### config.mk
export PLATFORM = sky130hd
export DESIGN_NAME = hazard_fwd_ctrl
export DESIGN_NICKNAME = d
export VERILOG_FILES = /design/src/rtl/hazard_pkg.sv /design/src/rtl/fwd_sel.sv /design/src/rtl/hazard_fwd_ctrl.sv
export SDC_FILE = /design/constraint.sdc
export NUM_CORES = 1
export LEC_CHECK = 0
export BUFFER_PORTS_ARGS = -buffer_cell sky130_fd_sc_hd__buf_4
export CORE_ASPECT_RATIO = 1.4
export CORE_MARGIN = 1.5
export CORE_UTILIZATION = 39
export CTS_CLUSTER_DIAMETER = 60
export CTS_CLUSTER_SIZE = 24
export DETAILED_ROUTE_END_ITERATION = 16
export GPL_ROUTABILITY_DRIVEN = 0
export PLACE_DENSITY = 0.7
export SETUP_SLACK_MARGIN = 0.05
export SYNTH_ARGS = -nofsm -noshare
export SYNTH_HDL_FRONTEND = slang
export SYNTH_SLANG_ARGS = --single-unit
export TNS_END_PERCENT = 20
### constraint.sdc
create_clock -name clk -period 1.75 [get_ports clk]
set_input_delay 0.0875 -clock clk [delete_from_list [all_inputs] [get_ports clk]]
set_output_delay 0.0875 -clock clk [all_outputs]
set_load 0.02 [all_outputs]
### src/rtl/hazard_pkg.sv
// ============================================================================
// hazard_pkg: shared operand-source encodings and FSM states for the
// hazard / forwarding controller.
// Revision: 1.0
// ============================================================================
`default_nettype none

package hazard_pkg;

  localparam logic [1:0] SRC_RF    = 2'b00;
  localparam logic [1:0] SRC_EXMEM = 2'b01;
  localparam logic [1:0] SRC_MEMWB = 2'b10;
  localparam logic [1:0] SRC_IMM   = 2'b11;

  // MDU_LAT is limited to 1..15, so four bits cover the countdown
  localparam int MDU_CNT_W = 4;

  typedef enum logic [1:0] {
    RUN      = 2'b00,
    LU_STALL = 2'b01,
    MDU_WAIT = 2'b10
  } haz_state_t;

endpackage

`default_nettype wire

### src/rtl/fwd_sel.sv
// ============================================================================
// fwd_sel: operand-source select for one register read in ID.
// Nearest producing stage wins; register 0 never matches.
// Revision: 1.0
// ============================================================================
`default_nettype none

module fwd_sel
  import hazard_pkg::*;
#(
  parameter int REG_AW = 5
) (
  input  logic [REG_AW-1:0] src,
  input  logic              use_src,
  input  logic              idex_regwr,
  input  logic [REG_AW-1:0] idex_rd,
  input  logic              exmem_regwr,
  input  logic [REG_AW-1:0] exmem_rd,
  input  logic              memwb_regwr,
  input  logic [REG_AW-1:0] memwb_rd,
  output logic [1:0]        sel,
  output logic              byp
);

  logic hit_idex;
  logic hit_exmem;
  logic hit_memwb;

  assign hit_idex  = use_src && idex_regwr  && (idex_rd  != '0) && (idex_rd  == src);
  assign hit_exmem = use_src && exmem_regwr && (exmem_rd != '0) && (exmem_rd == src);
  assign hit_memwb = use_src && memwb_regwr && (memwb_rd != '0) && (memwb_rd == src);

  // Selects are named by where the producer will sit once this operand is in EX
  always_comb begin
    sel = SRC_RF;
    if (hit_idex) begin
      sel = SRC_EXMEM;
    end else if (hit_exmem) begin
      sel = SRC_MEMWB;
    end
  end

  assign byp = hit_memwb && !hit_idex && !hit_exmem;

endmodule

`default_nettype wire

### src/rtl/hazard_fwd_ctrl.sv
// ============================================================================
// hazard_fwd_ctrl: registered EX forwarding selects, load-use / MDU stall
// control and ID write-back bypass flags. Macro HAZ_PERF_EN adds counters.
// Revision: 1.0
// ============================================================================
`default_nettype none

module hazard_fwd_ctrl
  import hazard_pkg::*;
#(
  parameter int REG_AW  = 5,
  parameter int MDU_LAT = 4
`ifdef HAZ_PERF_EN
  ,
  parameter int CNT_W   = 16
`endif
) (
  input  logic              clk,
  input  logic              rst,
  input  logic [REG_AW-1:0] id_rs,
  input  logic [REG_AW-1:0] id_rt,
  input  logic              id_use_rs,
  input  logic              id_use_rt,
  input  logic              id_alusrc,
  input  logic              id_mdu_op,
  input  logic              id_mdu_rd,
  input  logic              idex_regwr,
  input  logic [REG_AW-1:0] idex_rd,
  input  logic              idex_memrd,
  input  logic              exmem_regwr,
  input  logic [REG_AW-1:0] exmem_rd,
  input  logic              memwb_regwr,
  input  logic [REG_AW-1:0] memwb_rd,
  output logic [1:0]        ex_src_a,
  output logic [1:0]        ex_src_b,
  output logic [1:0]        ex_src_st,
  output logic              id_byp_a,
  output logic              id_byp_b,
  output logic              pc_stall,
  output logic              ifid_stall,
  output logic              idex_flush,
  output logic              mdu_busy
`ifdef HAZ_PERF_EN
  ,
  output logic [CNT_W-1:0]  perf_lu_cnt,
  output logic [CNT_W-1:0]  perf_md_cnt
`endif
);

  logic [1:0]           sel_a;
  logic [1:0]           sel_b;
  logic [1:0]           sel_st;
  logic                 byp_b_alu;
  logic                 byp_b_st;
  logic                 lu;
  logic                 md;
  logic                 stall;
  haz_state_t           state;
  logic [MDU_CNT_W-1:0] mdu_cnt;
  logic [MDU_CNT_W-1:0] mdu_cnt_nxt;

  fwd_sel #(.REG_AW(REG_AW)) u_fwd_a (
    .src(id_rs), .use_src(id_use_rs),
    .idex_regwr(idex_regwr), .idex_rd(idex_rd),
    .exmem_regwr(exmem_regwr), .exmem_rd(exmem_rd),
    .memwb_regwr(memwb_regwr), .memwb_rd(memwb_rd),
    .sel(sel_a), .byp(id_byp_a)
  );

  fwd_sel #(.REG_AW(REG_AW)) u_fwd_b (
    .src(id_rt), .use_src(id_use_rt && !id_alusrc),
    .idex_regwr(idex_regwr), .idex_rd(idex_rd),
    .exmem_regwr(exmem_regwr), .exmem_rd(exmem_rd),
    .memwb_regwr(memwb_regwr), .memwb_rd(memwb_rd),
    .sel(sel_b), .byp(byp_b_alu)
  );

  // Store data reads Rt even when ALU operand B is the immediate
  fwd_sel #(.REG_AW(REG_AW)) u_fwd_st (
    .src(id_rt), .use_src(id_use_rt),
    .idex_regwr(idex_regwr), .idex_rd(idex_rd),
    .exmem_regwr(exmem_regwr), .exmem_rd(exmem_rd),
    .memwb_regwr(memwb_regwr), .memwb_rd(memwb_rd),
    .sel(sel_st), .byp(byp_b_st)
  );

  assign id_byp_b = byp_b_alu || byp_b_st;

  // In LU_STALL the ID/EX slot is a bubble, so the old load no longer counts
  assign lu = idex_memrd && ((sel_a == SRC_EXMEM) || (sel_st == SRC_EXMEM))
              && (state != LU_STALL);
  assign md = (id_mdu_op || id_mdu_rd) && mdu_busy;
  assign stall = lu || md;

  assign pc_stall   = stall;
  assign ifid_stall = stall;
  assign idex_flush = stall;

  always_comb begin
    mdu_cnt_nxt = mdu_cnt;
    if (id_mdu_op && !stall) begin
      mdu_cnt_nxt = MDU_CNT_W'(MDU_LAT);
    end else if (mdu_cnt != '0) begin
      mdu_cnt_nxt = mdu_cnt - 1'b1;
    end
  end

  always_ff @(posedge clk) begin
    if (rst) begin
      state     <= RUN;
      mdu_cnt   <= '0;
      mdu_busy  <= 1'b0;
      ex_src_a  <= SRC_RF;
      ex_src_b  <= SRC_RF;
      ex_src_st <= SRC_RF;
    end else begin
      mdu_cnt  <= mdu_cnt_nxt;
      mdu_busy <= (mdu_cnt_nxt != '0);
      if (stall) begin
        ex_src_a  <= SRC_RF;
        ex_src_b  <= SRC_RF;
        ex_src_st <= SRC_RF;
      end else begin
        ex_src_a  <= sel_a;
        ex_src_b  <= id_alusrc ? SRC_IMM : sel_b;
        ex_src_st <= sel_st;
      end
      case (state)
        RUN: begin
          if (lu) begin
            state <= LU_STALL;
          end else if (md) begin
            state <= MDU_WAIT;
          end
        end
        LU_STALL: state <= RUN;
        MDU_WAIT: begin
          if (mdu_cnt_nxt == '0) begin
            state <= RUN;
          end
        end
        default: state <= RUN;
      endcase
    end
  end

`ifdef HAZ_PERF_EN
  always_ff @(posedge clk) begin
    if (rst) begin
      perf_lu_cnt <= '0;
      perf_md_cnt <= '0;
    end else begin
      if (lu && !(&perf_lu_cnt)) begin
        perf_lu_cnt <= perf_lu_cnt + 1'b1;
      end
      if (md && !lu && !(&perf_md_cnt)) begin
        perf_md_cnt <= perf_md_cnt + 1'b1;
      end
    end
  end
`endif

endmodule

`default_nettype wire

==> run summary <==
deepest clock path buffer count - 2
fin crit share - 95.9%
synthesis-to-finish area growth - 46.6%
Die X - 45.4 microns
Final Critical Period - 1.68 ns
ys flop type - dfxtp_1
Sum Neg Setup Slack - 0 ns
gr ovfl total - 0
final setup fails - 0
Via density - 5.21
clock share of power - 14.1%
Worst Skew - 0.00660 ns
gr usage total - 20.4%
Slew @ Worst Pin - 0.501 ns
cells after synthesis - 116
Post-synth ARST share - 0%
initial antenna violation count - 0
number of max-cap violations - 0
Seq pwr share - 33.7%
Layout Utilization - 60.1%
Root Driver - clkbuf_4
I/O pins - 48
nets - 205
Post-CTS Setup Inserts - 0
clk_lat worst skew - 0.28 ns
PortBufs - 47
DIE HEIGHT - 62.3 microns
Leakage - 0.602 nW
Gate power share - 52.2%
DRT iter0 DRCs - 9
Initial Utilization - 41.0%
# diodes - 0
number of cell rows - 21
Routed WL - 2690 microns
arrival time at the worst endpoint - 1.59 ns
first-pass GRT wire length - 4330 microns
DRC - 0
die area - 2830 sq um
Power Internal - 0.784 mW
Seq cells post-synth - 13
via count - 1047
slew margin rel. - 66.2%
Routed Antenna Nets - 0
Sw Share - 38.7%
Hold Buf Count CTS - 0
Mapped Area - 981 sq um
Post-Syn Nets - 153
Setup Crit Path Kind - in -> out
setup repair after global routing missed its margin - yes
layout cells sized above 1 - 38.9%
detailed placement HPWL - 2290 microns
WL/cell - 13.4 microns
Core Box Area - 2390 sq um
Worst VDD drop - 0.468 mV
clk sink count - 13
final hold violations - 0
P_sw - 0.494 mW
sequential fraction of the synthesis area - 26.5%
power per cell area - 889 nW/um^2
total CTS buffers - 3
Worst-path clk slew - 0.08 ns
Tot Pwr - 1.28 mW
YS warnings - 0
largest net degree at the start of global routing - 10
Pre-Repair DR Iteration Count - 4
# fillers - 218
Worst Setup Start Kind - primary input
run status - completed
Final Slew Violations - 0
Post-synth EDFFs - 0
CTS tree - built
Worst Path Required - 1.66 ns
H-tree depth - 1
Hold Crit Class - in -> reg
vias in the first global route - 1036
Mean Syn Cell Area - 8.46 sq um
Peak Freq - 596 MHz
post-synthesis cell type count - 33
crit-path max FO - 5
crit end category - output port
## critical path, stage by stage
cell,delay [ns]
buf_4,0.11
or4_1,0.50
o21a_2,0.25
and2_4,0.18
nor4_4,0.28
buf_4,0.18
## metal layers
layer  up-vias  GRT usage (%)  wire length (microns)
met1       476           20.2                    996
met2        48           37.1                   1470
met4         0           12.1                    109
met3        11           2.03                    117
met5         -              0                      0
li1        512              -                      -
## layout by cell type, fill, tap and decap left out, types with 2 or more instances in the layout
cell type	n
buf_4	49
nor4_1	5
or4_1	3
a21oi_1	3
nand3_1	2
xnor2_1	14
inv_1	3
nor3_1	4
nand2_1	10
dfxtp_1	12
nor2_1	7
o21ai_0	4
or3_1	2
xor2_1	16
o21ai_1	2
and3_1	3
nand4_1	2
clkbuf_4	3
nor2b_1	3
## layout make-up
cell class                      instances  area (sq um)  share of cell area (%)
Sequential cell                        13           262                    18.2
Multi-Input combinational cell         98           728                    50.7
Inverter                                3          11.3                   0.783
Timing Repair Buffer                   49           368                    25.6
Clock buffer                            4          26.3                    1.83
Tap cell                               34          42.5                    2.96
## registers in the layout, indices dropped and copies added (netlist names)
signal     count
ex_src_b       2
mdu_cnt        4
mdu_busy       1
state          2
ex_src_st      2
ex_src_a       2
## Yosys cell counts (all sizes together), types with 2 or more instances
cell type   n  area share (%)
nor3        4             2.0
nor2        7             2.7
a21oi       3             1.5
xnor2      14              13
nand2b      2             1.3
nand2      10             3.8
or4         3             2.3
dfxtp      13              27
buf         2             1.5
inv         3             1.1
nand4       2             1.3
or3         2             1.3
nor4        6             3.8
and3        3             1.9
xor2       16              14
nand3       3             2.8
nor2b       4             3.3
o21ai       7             4.7
## stage by stage
stage	std cells	setup slack [ns]	hold slack [ns]	area (sq um)
3_3_place_gp	197	0.0184	0.302	1380
5_1_grt	201	0.0242	0.00998	1440
3_5_place_dp	197	0.0154	0.307	1380
6_report	201	0.0712	0.0122	1440
4_1_cts	201	0.0207	0.00685	1420
2_1_floorplan	116	-0.0624	0.157	988
## final timing paths
path	slack [ns]	to	startpoint	cells after the start
hold reg to reg	0.47	state[1]$_SDFFE_PP0P_	state[0]$_SDFFE_PP0P_	1
setup reg to reg	0.20	state[1]$_SDFFE_PP0P_	mdu_cnt[1]$_SDFF_PP0_	7
hold / removal	0.01	mdu_cnt[2]$_SDFF_PP0_	rst	2
setup / recovery	0.07	id_byp_b	idex_rd[1]	6
## power groups by stage
stage / Clock [mW] / Sequential, mW / Combinational, mW
floorplan: 0 / 0.439 / 0.411
global placement: 0 / 0.429 / 0.614
detailed placement: 0 / 0.433 / 0.630
CTS: 0.186 / 0.426 / 0.635
global route: 0.202 / 0.443 / 0.732
finish: 0.180 / 0.430 / 0.668
## timing repair
item / CTS / global route
endpoints found under the hold margin: 0 / 0
setup endpoints to repair: 5 / 7
pin swaps: 1 / 1
cloned: 0 / 0
resized for setup: 3 / 6
## logic make-up (layout without fill, tap and decap cells)
group	Yosys count	in the layout	share of synthesized area (%)
xor gates and xnor gates	30	30	26.8
adders and majority gates	1	1	1.28
buffers and inverters	5	56	2.68
and+or+nand+nor	49	49	28.7
DFF	13	13	26.5
AOI/OAI and AO/OA	18	18	14.0
No activity file was read; power rests on OpenSTA's default activity.
